## src/rtl/reg_write_arbiter.sv

```systemverilog
// Shared-register write arbiter: round-robin grant among NREQ requesters.
// Each grant lasts one cycle and is followed by one cool-down cycle.
module reg_write_arbiter #(
  parameter int unsigned NREQ = 4,
  parameter int unsigned DW   = 4
) (
  input  logic               Clk,
  input  logic               Rst,
  input  logic [NREQ-1:0]    Req,
  input  logic [NREQ*DW-1:0] Wr_Data,
  output logic [NREQ-1:0]    Gnt,
  output logic [DW-1:0]      Q,
  output logic               Q_valid,
  output logic               Busy,
  output logic [7:0]         Wr_Count
);

  localparam int unsigned IW = (NREQ > 1) ? $clog2(NREQ) : 1;

  typedef enum logic [1:0] {IDLE, GRANT, COOL} state_t;

  state_t            state, state_nxt;
  logic [IW-1:0]     last, last_nxt;
  logic [IW-1:0]     win, win_nxt;
  logic [IW-1:0]     rr_idx;
  logic              rr_hit;
  logic [NREQ-1:0]   gnt_nxt;
  logic [DW-1:0]     q_nxt;
  logic              q_valid_nxt;
  logic              busy_nxt;
  logic [7:0]        cnt_nxt;
  logic [DW-1:0]     slice [NREQ];
  int unsigned       cand;

  always_comb begin
    for (int i = 0; i < int'(NREQ); i++) begin
      slice[i] = Wr_Data[i*int'(DW) +: DW];
    end
  end

  // Round-robin search starting one past the most recent winner
  always_comb begin
    rr_hit = 1'b0;
    rr_idx = last;
    cand   = 0;
    for (int unsigned k = 1; k <= NREQ; k++) begin
      cand = (32'(last) + k) % NREQ;
      if (!rr_hit && Req[IW'(cand)]) begin
        rr_hit = 1'b1;
        rr_idx = IW'(cand);
      end
    end
  end

  always_comb begin
    state_nxt   = state;
    gnt_nxt     = '0;
    q_nxt       = Q;
    q_valid_nxt = Q_valid;
    cnt_nxt     = Wr_Count;
    last_nxt    = last;
    win_nxt     = win;
    case (state)
      IDLE: begin
        if (rr_hit) begin
          gnt_nxt   = NREQ'(1) << rr_idx;
          win_nxt   = rr_idx;
          state_nxt = GRANT;
        end
      end
      // Grant is committed: write happens even if the winner dropped Req
      GRANT: begin
        q_nxt       = slice[win];
        q_valid_nxt = 1'b1;
        cnt_nxt     = Wr_Count + 8'd1;
        last_nxt    = win;
        state_nxt   = COOL;
      end
      COOL:    state_nxt = IDLE;
      default: state_nxt = IDLE;
    endcase
    busy_nxt = (state_nxt != IDLE);
  end

  always_ff @(posedge Clk) begin
    if (Rst) begin
      state    <= IDLE;
      Gnt      <= '0;
      Q        <= '0;
      Q_valid  <= 1'b0;
      Busy     <= 1'b0;
      Wr_Count <= '0;
      last     <= IW'(NREQ - 1);
      win      <= '0;
    end else begin
      state    <= state_nxt;
      Gnt      <= gnt_nxt;
      Q        <= q_nxt;
      Q_valid  <= q_valid_nxt;
      Busy     <= busy_nxt;
      Wr_Count <= cnt_nxt;
      last     <= last_nxt;
      win      <= win_nxt;
    end
  end

endmodule

```

## config.mk

```make
export PLATFORM = sky130hd
export DESIGN_NAME = reg_write_arbiter
export DESIGN_NICKNAME = d
export VERILOG_FILES = /design/src/rtl/reg_write_arbiter.sv
export SDC_FILE = /design/constraint.sdc
export NUM_CORES = 1
export LEC_CHECK = 0
export ABC_CLOCK_PERIOD_IN_PS = 2200
export CORE_AREA = 2 2 51 53
export CTS_CLUSTER_DIAMETER = 120
export DETAILED_ROUTE_END_ITERATION = 16
export DIE_AREA = 0 0 53 55
export PLACE_DENSITY = 0.88
export SETUP_SLACK_MARGIN = 0.05
export SYNTH_ARGS = -nofsm -noshare
export SYNTH_HDL_FRONTEND = slang
export SYNTH_SLANG_ARGS = --single-unit
```

## constraint.sdc

```tcl
create_clock -name Clk -period 2.2 [get_ports Clk]
set_input_delay 0.44 -clock Clk [delete_from_list [all_inputs] [get_ports Clk]]
set_output_delay 0.44 -clock Clk [all_outputs]
set_load 0.005 [all_outputs]
```

### After elaboration in Yosys (flattened, before gate mapping)

Index checks and enable logic that the tools add are counted.

* output and inout port bits: 18
* register bits: 24
* bits of input ports: 22

* add/sub/neg operators: 5
* bitwise logic cells: 3
* magnitude comparators: 5
* reduce and logical (&&, ||, !) cells: 10
* eq/ne operators: 1
* shift operators: 1
* multiplexer cells: 21

Operators with widths (number)
* < comparator 2 x 3 -> 1 bit, second input constant: 4
* 2-to-1 mux 2 bit: 5
* adder 8 x 1 -> 8 bit, second input constant: 1
* binary-select mux 1 bit (select 2 bit): 4
* binary-select mux 4 bit (select 2 bit): 1
* 2-to-1 mux 1 bit: 8
* 2-to-1 mux 4 bit: 2
* adder 2 x 1 -> 2 bit, second input constant: 2
* adder 2 bit, second input constant: 2
* case mux 2 bit (2 select lines): 1
* << shifter 1 x 2 -> 4 bit, first input constant: 1
* greater-or-equal comparator 3 bit, second input constant: 1
* logical AND 1 bit: 3
* logical NOT 1 bit: 3
* NOT 2 -> 3 bit: 1
* OR reduction 3 bit: 1
* equality test 2 x 1 -> 1 bit, second input constant: 1
* logical NOT 2 bit: 1
* NOT 1 bit: 2
* AND reduction 2 bit: 1
* nonzero test 2 bit: 1

### Longest topological paths before layout

Gate-level depths: netlist of run 1.

* depth in word-level cells: 16
* mapped depth: 5

### Worst setup path after synthesis of run 1

OpenSTA, ideal clock, no wires.

* path kind: input to register
* from: input port Req[1]
* to: register Gnt[0]
* arrival: 1130 ps
* library setup time: 116 ps
* stages on the path: 4
* setup slack: 955 ps
* required time: 2084 ps
* buffers on the path: 0
* cells stage by stage: nor4_2 -> or4_4 -> inv_2 -> and3_1

* word-level cells in the longest chain between the ends: 14

RTL lines
* start: declaration: RTL line 9 `input logic [NREQ-1:0] Req,`
* binary-select mux 1 bit (select 2 bit): RTL line 48 `if (!rr_hit && Req[IW'(cand)]) begin`
* 2-to-1 mux 1 bit (implied by the code): RTL line 48
* 2-to-1 mux 1 bit: RTL line 48
* logical NOT 1 bit: RTL line 48
* logical AND 1 bit: RTL line 48
* 2-to-1 mux 1 bit: RTL line 48
* logical NOT 1 bit: RTL line 48
* logical AND 1 bit: RTL line 48
* 2-to-1 mux 1 bit: RTL line 48
* logical NOT 1 bit: RTL line 48
* logical AND 1 bit: RTL line 48
* 2-to-1 mux 1 bit: RTL line 48
* NOT 1 bit (no line)
* OR reduction 3 bit (no line)
* end signal: assignment: RTL line 97 `Gnt <= gnt_nxt;`
* end: declaration: RTL line 11 `output logic [NREQ-1:0] Gnt,`

Parallel ways exist; a longest one is shown, timed or not. The select of a mux whose other input is x is not followed.
A chain may end at the register's enable or synchronous reset.

### Worst setup path after layout of run 1

* from: register Wr_Count[3]
* to: output port Wr_Count[3]

RTL lines
* start: declaration: RTL line 15 `output logic [7:0] Wr_Count`
* start signal: assignment: RTL line 101 `Wr_Count <= cnt_nxt;`

No word-level cell between the ends.

==> flow_summary_export.csv, run 1 <==
group,metric,value,unit
sta,hold_viol_final,0,
setup_path,reg2reg_to,"Q[1]$_SDFFE_PP0N_",
finish,fillCellCount,199,
pwr,vdd_drop_max,451,uV
setup_path,worstReg2RegStart,"win[0]$_SDFFE_PP0P_",
finish,nNetsFinal,174,
synthesis,synthSimpleGateAreaFrac,0.274,
detailed_routing,dr.first_iter.drc_count,6,
synthesis,yosys.area.top_type_share,0.462,
min_path,hold_path.class,"reg2reg",
setup_path,slowest_delay,530,ps
sta,setup_viol,0,
setup_path,required,1760,ps
synthesis,synth-main-ff-cell,"dfxtp_1",
die,coreArea,2360,sq um
detailed_routing,remaining_drc_errors,0,
synthesis,yosys_warnings,0,
synthesis,synth_edf_count,0,
outcome,outcome,"finished clean",
detailed_routing,drt_wl_total,2.22,mm
sta,clock_skew,0.588,ps
synthesis,post_synth.cell_area_avg,9.37,sq um
clock_network,cts.clk_slew.worst_paths,110,ps
finish,synthToLayoutAreaGrowth,41.9,%
synthesis,syn-num-nets,134,
sta,post-route-min-period,1700,ps
synthesis,muxShareOfSynthArea,0.0866,
setup_path,arrival,1260,ps
sta,slew_violations,0,
setup_path,cp_slowest_cell,"clkdlybuf4s50_1",
pwr,p_switching,0.220,mW
placement,placed_area,1450,sq um
synthesis,synth_area,1040,sq um
synthesis,synthMostInstantiatedCell,"dfxtp_1",
clock_network,clock-sinks,24,
setup_path,crit_path_start_kind,"register",
setup_path,r2r_slack,850,ps
setup_path,end_kind,"output port",
sta,slew_headroom,0.607,
clock_network,cts_tree,"yes",
detailed_routing,drtPass1Iterations,3,
die,initial_core_util,0.440,
setup_path,crit_end,"Wr_Count[3]",
synthesis,synth_top_family_by_area,"simple AND/OR/NAND/NOR gates",
synthesis,ys_seq_elements,24,
synthesis,synth-seq-area-share,0.462,
die,fp.dieH,55,um
grt,grt_pass1_wl,3.82,mm
pwr,swShare,0.252,
grt,grt_pass1_vias,903,
die,pin_count,40,
clock_network,cts.htree.levels,1,
setup_path,worst-path-stages,1,
grt,track_usage,0.176,
clock_network,root_buffer,"clkbuf_4",
detailed_routing,vias,942,
placement,port_buffers,39,
pwr,power_frac_seq,0.573,
grt,grt_overflow,0,
sta,timing.fmax,589,MHz
setup_path,crit_type,"reg2out",
die,die_w,53,um
clock_network,insertion_delay,290,ps
clock_network,cts_buffers,3,
synthesis,synth_compound_area_frac,0.0854,
synthesis,synth_cell_types,32,
synthesis,yosys.area_share.adder,0.0120,
pwr,powerDensity,592,nW/um^2
clock_network,post_cts_resized,0,
detailed_routing,via_per_inst,5.26,
synthesis,synthTopCellsByArea,"dfxtp_1 46%, mux4_2 8.7%, nand2_1 6.5%, nor2_1 4.0%, a21oi_1 3.9%",
setup_path,cp_num_buf_inv,1,
synthesis,synth_top_area_cell,"dfxtp_1",
die,die-area,2920,sq um
synthesis,synth-xor-area-share,0.0505,
clock_network,ctsHoldBuffers,0,
setup_path,ff2ff_path_depth,3,
setup_path,crit_fanout,7,
sta,rsz0062_at_grt,"false",
finish,drive_above_1_share,0.0805,
clock_network,clock_tree.buffer_depth,2,
finish,design_area,1480,sq um
grt,antenna_found_initial,0,
sta,hold_ws,477,ps
synthesis,synthTopCellsByCount,"24 x dfxtp_1, 18 x nand2_1, 11 x nor2_1",
finish,antenna_cells,0,
clock_network,post_cts.repair.setup_buffers,0,
grt,grt_max_degree,20,
pwr,clock_power_share,0.199,
setup_path,crit_path_cell_trace,"clkdlybuf4s50_1",
placement,place_congestion,0.748,
pwr,p_leak,0.535,nW
synthesis,synthCells,111,
sta,fin_crit_sh,0.772,
sta,finalSetupTns,0,ps
pwr,p_int,0.653,mW
setup_path,cp-startpoint,"Wr_Count[3]$_SDFFE_PP0N_",
die,rows,18,
detailed_routing,final_antenna_net_count,0,
synthesis,synthArstFlopShare,0,
detailed_routing,wl_per_cell,12.4,um
placement,hpwl,1.80,mm
pwr,pwr-share-comb,0.228,
sta,tightest_slew,581,ps
setup_path,crit_family,"buffers and inverters",
run,drv_cap,0,
-- layer usage --
layer / global-route usage / up-vias / part of all wire
met3: 0.0349 / 2 / 0.058
met4: 0.0299 / 0 / 0.0067
met2: 0.327 / 34 / 0.53
met5: 0 / - / 0
met1: 0.213 / 443 / 0.41
li1: - / 463 / -
-- cell type report --
cell class	instances	area, sq um	share of cell area
inverter	2	7.51	0.00509
tap	30	37.5	0.0254
multi-input combinational	80	529	0.359
sequential	24	480	0.326
clock buffer	3	22.5	0.0153
timing repair buffer	40	398	0.270
-- state kept, by name, summed over array words and instances, names as in the netlist --
signal / count
Q: 4
win: 2
Busy: 1
Gnt: 4
state: 2
last: 2
Q_valid: 1
Wr_Count: 8
-- cell families after synthesis --
kind of cell | after synthesis
AO/OA/AOI/OAI | 15
XOR/XNOR | 6
adder cells (fa/ha/maj) | 1
buffers and inverters | 7
flip-flops | 24
multiplexers | 4
AND/OR/NAND/NOR | 54
-- worst min-delay path: cells and delay by family (launching register included) --
kind,cells,cell delay (ps)
flip-flops,1,340
AND/OR/NAND/NOR,1,50
AO/OA/AOI/OAI,1,50
-- stage by stage --
step	util	worst slack (ps)	cells	power [mW]
after floorplan	-	955	111	0.609
after global routing	0.624	414	179	0.928
after detailed placement	0.614	309	176	0.710
after global placement	0.614	411	176	0.700
after CTS	0.624	478	179	0.882
final	0.624	502	179	0.873
-- worst min path at each step --
| stage | end | depth (start not counted) | startpoint |
|---|---|---|---|
| 6_report | Q[0]$_SDFFE_PP0N_ | 2 | Q[0]$_SDFFE_PP0N_ |
| 4_1_cts | Q[0]$_SDFFE_PP0N_ | 2 | Q[0]$_SDFFE_PP0N_ |
| 5_1_grt | Q[1]$_SDFFE_PP0N_ | 2 | Q[1]$_SDFFE_PP0N_ |
| 3_5_place_dp | Q[3]$_SDFFE_PP0N_ | 2 | Q[3]$_SDFFE_PP0N_ |
| 2_1_floorplan | Busy$_SDFF_PP0_ | 1 | state[1]$_SDFF_PP0_ |
| 3_3_place_gp | Q[0]$_SDFFE_PP0N_ | 2 | Q[0]$_SDFFE_PP0N_ |
-- layout by cell type, fill, tap and decap left out, types with 2 or more instances in the layout --
master / count
and3_1: 2
nor2_1: 11
clkbuf_4: 3
a21oi_1: 8
nor3b_1: 2
o21ai_0: 2
mux4_2: 4
nand2_1: 18
nand4_1: 3
dfxtp_1: 24
nor3_1: 4
xnor2_1: 3
nand2b_1: 2
a211oi_1: 3
clkdlybuf4s50_1: 39
nand3b_1: 3
xor2_1: 3
-- power by group through the flow --
stage	clock (mW)	sequential (mW)	combinational (mW)
final	0.174	0.500	0.199
after detailed placement	0	0.510	0.200
after global routing	0.203	0.507	0.219
after floorplan	0	0.500	0.109
after CTS	0.180	0.501	0.201
after global placement	0	0.508	0.192
No activity file was read; power rests on OpenSTA's default activity.
==> inputs of run 2 (changes only) <==
ABC_CLOCK_PERIOD_IN_PS = 1600   (was 2200)
CORE_AREA = 2 2 53 55   (was 2 2 51 53)
DIE_AREA = 0 0 55 57   (was 0 0 53 55)
PLACE_DENSITY = 0.82   (was 0.88)
clock period = 1.6 ns   (was 2.2 ns; I/O delays follow)
==> run 2 against run 1 <==
  * Sequential share of layout area decreased by 0.54 points
  * Cell count increased by 5.0%
  * Sequential cell count unchanged
  * Die area increased by 7.5%
  * Critical path type unchanged
==> flow_summary_export.csv, run 2 (synthesis results as in run 1) <==
group,metric,value,unit
grt,grt_busiest_layer,"met2",
grt,grt_max_degree,20,
min_path,hold_start,"Q[0]$_SDFFE_PP0N_",
detailed_routing,vias,942,
sta,finalSetupTns,0,ps
detailed_routing,drt_wl_total,2.29,mm
setup_path,required,1280,ps
finish,drive_above_1_share,0.204,
placement,place_inst,179,
setup_path,worst-path-stages,1,
clock_network,clock_tree.buffer_depth,2,
setup_path,reg2reg_to,"Q[0]$_SDFFE_PP0N_",
grt,grt_pass1_vias,890,
setup_path,crit_path_cell_trace,"clkdlybuf4s50_1",
clock_network,insertion_delay,300,ps
finish,max_flop_register,"Wr_Count",
grt,antenna_found_initial,0,
detailed_routing,final_antenna_net_count,0,
clock_network,cts_tree,"yes",
detailed_routing,via_per_inst,5.01,
setup_path,crit_end,"Wr_Count[1]",
finish,largest_reg_flops,8,
die,die_w,55,um
clock_network,cts_buffers,3,
finish,reg.largest.list,"Wr_Count (8), Gnt (4), Q (4)",
outcome,outcome,"finished clean",
setup_path,crit_type,"reg2out",
detailed_routing,wl_per_cell,12.2,um
setup_path,crit_fanout,4,
pwr,powerDensity,813,nW/um^2
finish,synthToLayoutAreaGrowth,51.0,%
sta,hold_viol_final,0,
sta,clock_skew,10.7,ps
grt,grt_use_met3,0.0602,
die,initial_core_util,0.398,
placement,place_congestion,0.780,
sta,rsz0062_at_grt,"true",
min_path,hold_path.class,"reg2reg",
setup_path,cp_num_buf_inv,1,
finish,utilization,0.600,
finish,final_common_cell,"clkdlybuf4s50_1",
sta,post-route-min-period,1510,ps
setup_path,cp_slowest_cell,"clkdlybuf4s50_1",
sta,fin_crit_sh,0.941,
sta,tightest_slew,598,ps
clock_network,root_buffer,"clkbuf_4",
detailed_routing,remaining_drc_errors,0,
pwr,vdd_drop_max,639,uV
setup_path,r2r_slack,250,ps
grt,met2_usage,0.281,
clock_network,ctsHoldBuffers,0,
sta,slew_violations,0,
setup_path,ff2ff_path_depth,3,
pwr,p_leak,0.621,nW
sta,slew_headroom,0.595,
run,drv_cap,0,
grt,use_met1,0.167,
grt,grt_pass1_wl,3.56,mm
clock_network,cts.clk_slew.worst_paths,130,ps
finish,nNetsFinal,181,
setup_path,crit_family,"buffers and inverters",
die,die-area,3140,sq um
detailed_routing,drtPass1Iterations,4,
setup_path,slowest_delay,500,ps
finish,final_cell_mix,"37 x clkdlybuf4s50_1, 18 x nand2_1, 12 x dfxtp_1",
finish,fillCellCount,232,
finish,antenna_cells,0,
die,coreArea,2620,sq um
grt,track_usage,0.155,
placement,port_buffers,39,
detailed_routing,dr.first_iter.drc_count,16,
placement,hpwl,1.77,mm
clock_network,clock-sinks,24,
die,fp.dieH,57,um
clock_network,cts.htree.levels,1,
grt,grt_overflow,0,
sta,setup_viol,0,
setup_path,cp-startpoint,"Wr_Count[1]$_SDFFE_PP0N_",
die,rows,19,
sta,timing.fmax,664,MHz
die,pin_count,40,
setup_path,end_kind,"output port",
setup_path,worstReg2RegStart,"win[0]$_SDFFE_PP0P_",
setup_path,crit_path_start_kind,"register",
finish,instances_no_fill,188,
setup_path,arrival,1190,ps
[run 2: cell count changes in the layout (fill, tap and decap cells not counted)]
| cell | before | now |
|---|---|---|
| dfxtp_1 | 24 | 12 |
| dfxtp_2 | 0 | 9 |
| buf_4 | 1 | 8 |
| dfxtp_4 | 0 | 3 |
| clkdlybuf4s50_1 | 39 | 37 |
| dlymetal6s2s_1 | 0 | 2 |
| clkbuf_8 | 0 | 1 |
[run 2: final cells by class]
class / instances / area [sq um] / area share
clock buffer: 4 / 36.3 / 0.0231
inverter: 2 / 7.51 / 0.00478
multi-input combinational: 80 / 529 / 0.337
sequential: 24 / 503 / 0.320
tap: 31 / 38.8 / 0.0247
timing repair buffer: 47 / 455 / 0.290
[run 2: power by group]
part           total (mW)  switching [mW]  leakage [nW]  internal (mW)
sequential          0.682          0.0426         0.203          0.640
combinational       0.286           0.109         0.397          0.177
clock               0.308           0.169        0.0210          0.139
total                1.28           0.321         0.621          0.955
[run 2: routing by layer]
| metal | vias to the layer above | routed length, um | part of all wire |
|---|---|---|---|
| met5 | - | 0 | 0 |
| met4 | 0 | 0 | 0 |
| met3 | 0 | 133 | 0.058 |
| met2 | 26 | 1240 | 0.54 |
| met1 | 437 | 922 | 0.40 |
| li1 | 479 | - | - |
[run 2: timing repair]
| action | 4_1_cts | 5_1_grt |
|---|---|---|
| buffers inserted | 0 | 5 |
| endpoints found under the setup margin | 5 | 12 |
| hold endpoints to repair | 0 | 0 |
| resized for setup | 5 | 12 |
[run 2: worst min path at each step]
stage,slack (ps),cells past startpoint,to
floorplan,450,1,Busy$_SDFF_PP0_
global placement,450,2,Q[3]$_SDFFE_PP0N_
detailed placement,450,2,Q[3]$_SDFFE_PP0N_
CTS,470,2,Q[3]$_SDFFE_PP0N_
global route,500,2,Q[0]$_SDFFE_PP0N_
finish,470,2,Q[0]$_SDFFE_PP0N_
[run 2: stage by stage]
| stage | setup slack, ps | hold WS (ps) | instance area [sq um] | power, mW |
|---|---|---|---|---|
| detailed placement | -141 | 449 | 1470 | 0.981 |
| floorplan | 397 | 446 | 1040 | 0.837 |
| CTS | 53.5 | 473 | 1510 | 1.28 |
| global placement | -74.5 | 453 | 1470 | 0.968 |
| finish | 94.3 | 466 | 1570 | 1.28 |
| global route | 36.2 | 495 | 1570 | 1.35 |
==> inputs of run 3 (changes only) <==
ABC_CLOCK_PERIOD_IN_PS = 1500   (was 1600)
clock period = 1.5 ns   (was 1.6 ns; I/O delays follow)
==> run 3 against run 2 <==
  * Hold slack better by 8.3 ps
  * Register-to-register slack got worse by 110 ps
  * Routed wire length is 5.5% higher
  * Power up 7.2%
  * Non-clock buffer count is 4 higher
  * Sequential power rose by 7.2%
  * Sequential share of layout area fell by 0.94 points
  * Utilization rose by 1.8 points
  * Count of clock-buffer cells in the layout unchanged
  * Global-route usage up 1.1 points
  * Final area grew 3.0%
  * Cell count is 2.1% higher
==> flow_summary_export.csv, run 3 (synthesis results as in run 1) <==
group,metric,value,unit
grt,grt_max_degree,20,
detailed_routing,wl_per_cell,12.6,um
setup_path,arrival,1630,ps
detailed_routing,final_antenna_net_count,0,
die,fp.dieH,57,um
placement,placed_area,1470,sq um
placement,place_congestion,0.752,
finish,drive_above_1_share,0.261,
clock_network,clock-sinks,24,
finish,final_common_cell,"clkdlybuf4s50_1",
run,drv_cap,0,
sta,timing.fmax,704,MHz
finish,largest_reg_flops,8,
finish,utilization,0.619,
sta,post-route-min-period,1420,ps
finish,max_flop_register,"Wr_Count",
setup_path,crit_type,"in2reg",
sta,rsz0062_at_grt,"true",
sta,fin_crit_sh,0.947,
clock_network,root_buffer,"clkbuf_4",
clock_network,cts_tree,"yes",
placement,port_buffers,39,
sta,hold_viol_final,0,
die,rows,19,
setup_path,crit_path_start_kind,"primary input",
detailed_routing,drtPass1Iterations,4,
detailed_routing,dr.first_iter.drc_count,12,
pwr,p_int,1.02,mW
setup_path,crit_fanout,5,
min_path,hold_path.class,"reg2reg",
die,pin_count,40,
clock_network,cts.clk_slew.worst_paths,120,ps
sta,clock_skew,3.99,ps
grt,antenna_found_initial,0,
sta,slew_violations,0,
grt,track_usage,0.166,
setup_path,worstReg2RegStart,"win[0]$_SDFFE_PP0P_",
pwr,power_frac_seq,0.534,
finish,design_area,1620,sq um
die,die_w,55,um
detailed_routing,remaining_drc_errors,0,
clock_network,clock_tree.buffer_depth,2,
outcome,outcome,"finished clean",
clock_network,cts.htree.levels,1,
pwr,p_switching,0.352,mW
sta,hold_ws,474,ps
sta,setup_viol,0,
grt,grt_pass1_vias,956,
finish,instances_no_fill,192,
pwr,p_leak,0.765,nW
setup_path,ff2ff_path_depth,3,
clock_network,insertion_delay,310,ps
detailed_routing,via_per_inst,5.09,
setup_path,cp-startpoint,"Req[1]",
detailed_routing,vias,977,
pwr,clock_power_share,0.241,
setup_path,required,1710,ps
setup_path,end_kind,"register",
grt,grt_overflow,0,
finish,reg.largest.list,"Wr_Count (8), Gnt (4), Q (4)",
setup_path,crit_end,"Gnt[2]$_SDFF_PP0_",
placement,hpwl,1.83,mm
detailed_routing,drt_wl_total,2.42,mm
pwr,powerDensity,846,nW/um^2
pwr,pwr-share-comb,0.225,
setup_path,r2r_slack,140,ps
sta,tightest_slew,384,ps
die,die-area,3140,sq um
die,initial_core_util,0.398,
clock_network,ctsHoldBuffers,0,
sta,slew_headroom,0.744,
placement,place_inst,179,
finish,nNetsFinal,185,
finish,synthToLayoutAreaGrowth,55.6,%
finish,antenna_cells,0,
die,coreArea,2620,sq um
grt,grt_pass1_wl,3.88,mm
setup_path,reg2reg_to,"Q[0]$_SDFFE_PP0N_",
finish,final_cell_mix,"21 x clkdlybuf4s50_1, 18 x nand2_1, 12 x dfxtp_2, 12 x dlygate4sd2_1, 12 x buf_4",
finish,fillCellCount,230,
pwr,swShare,0.258,
pwr,vdd_drop_max,652,uV
clock_network,cts_buffers,3,
==> run 3: critical path, cell delays in order <==
cell             delay [ps]
clkdlybuf4s50_1         490
nor4_2                  430
or4_4                   220
inv_2                    40
and3b_1                 160
==> run 3: layout make-up <==
type	count	area, sq um	area share
clock buffers	4	36.3	0.0224
inverters	2	7.51	0.00464
multi-input cells	80	552	0.341
flip-flops and latches	24	503	0.311
well taps	31	38.8	0.0240
repair buffers	51	480	0.297
==> run 3: timing repair <==
item | in CTS | in global routing
gates cloned | 0 | 0
buffers inserted | 8 | 1
setup endpoints to repair | 14 | 11
gates resized for setup | 27 | 11
==> run 3: power by group through the flow <==
| stage | registers, mW | clock network [mW] | logic [mW] |
|---|---|---|---|
| 2_1_floorplan | 0.733 | 0 | 0.160 |
| 3_3_place_gp | 0.746 | 0 | 0.287 |
| 3_5_place_dp | 0.749 | 0 | 0.299 |
| 4_1_cts | 0.730 | 0.340 | 0.300 |
| 5_1_grt | 0.738 | 0.367 | 0.336 |
| 6_report | 0.731 | 0.330 | 0.308 |
==> run 3: worst min-delay path by stage <==
stage	from	to	slack (ps)	cells after the start
floorplan	state[1]$_SDFF_PP0_	Busy$_SDFF_PP0_	450	1
global placement	Q[0]$_SDFFE_PP0N_	Q[0]$_SDFFE_PP0N_	450	2
detailed placement	Q[0]$_SDFFE_PP0N_	Q[0]$_SDFFE_PP0N_	470	2
CTS	Q[2]$_SDFFE_PP0N_	Q[2]$_SDFFE_PP0N_	480	2
global route	Q[0]$_SDFFE_PP0N_	Q[0]$_SDFFE_PP0N_	500	2
finish	Q[2]$_SDFFE_PP0N_	Q[2]$_SDFFE_PP0N_	470	2
==> run 3: layer usage <==
layer / GRT usage / vias to the layer above / part of all wire
met5: 0 / - / 0
met4: 0.0523 / 0 / 0.0066
met3: 0.0366 / 2 / 0.057
met2: 0.284 / 28 / 0.52
met1: 0.204 / 457 / 0.41
li1: - / 490 / -
==> run 3: per-stage QoR <==
step	setup TNS [ps]	worst slack (ps)	power, mW
floorplan	0	297	0.893
global route	0	7.72	1.44
detailed placement	-1490	-263	1.05
finish	0	80.0	1.37
global placement	-849	-154	1.03
CTS	0	19.4	1.37
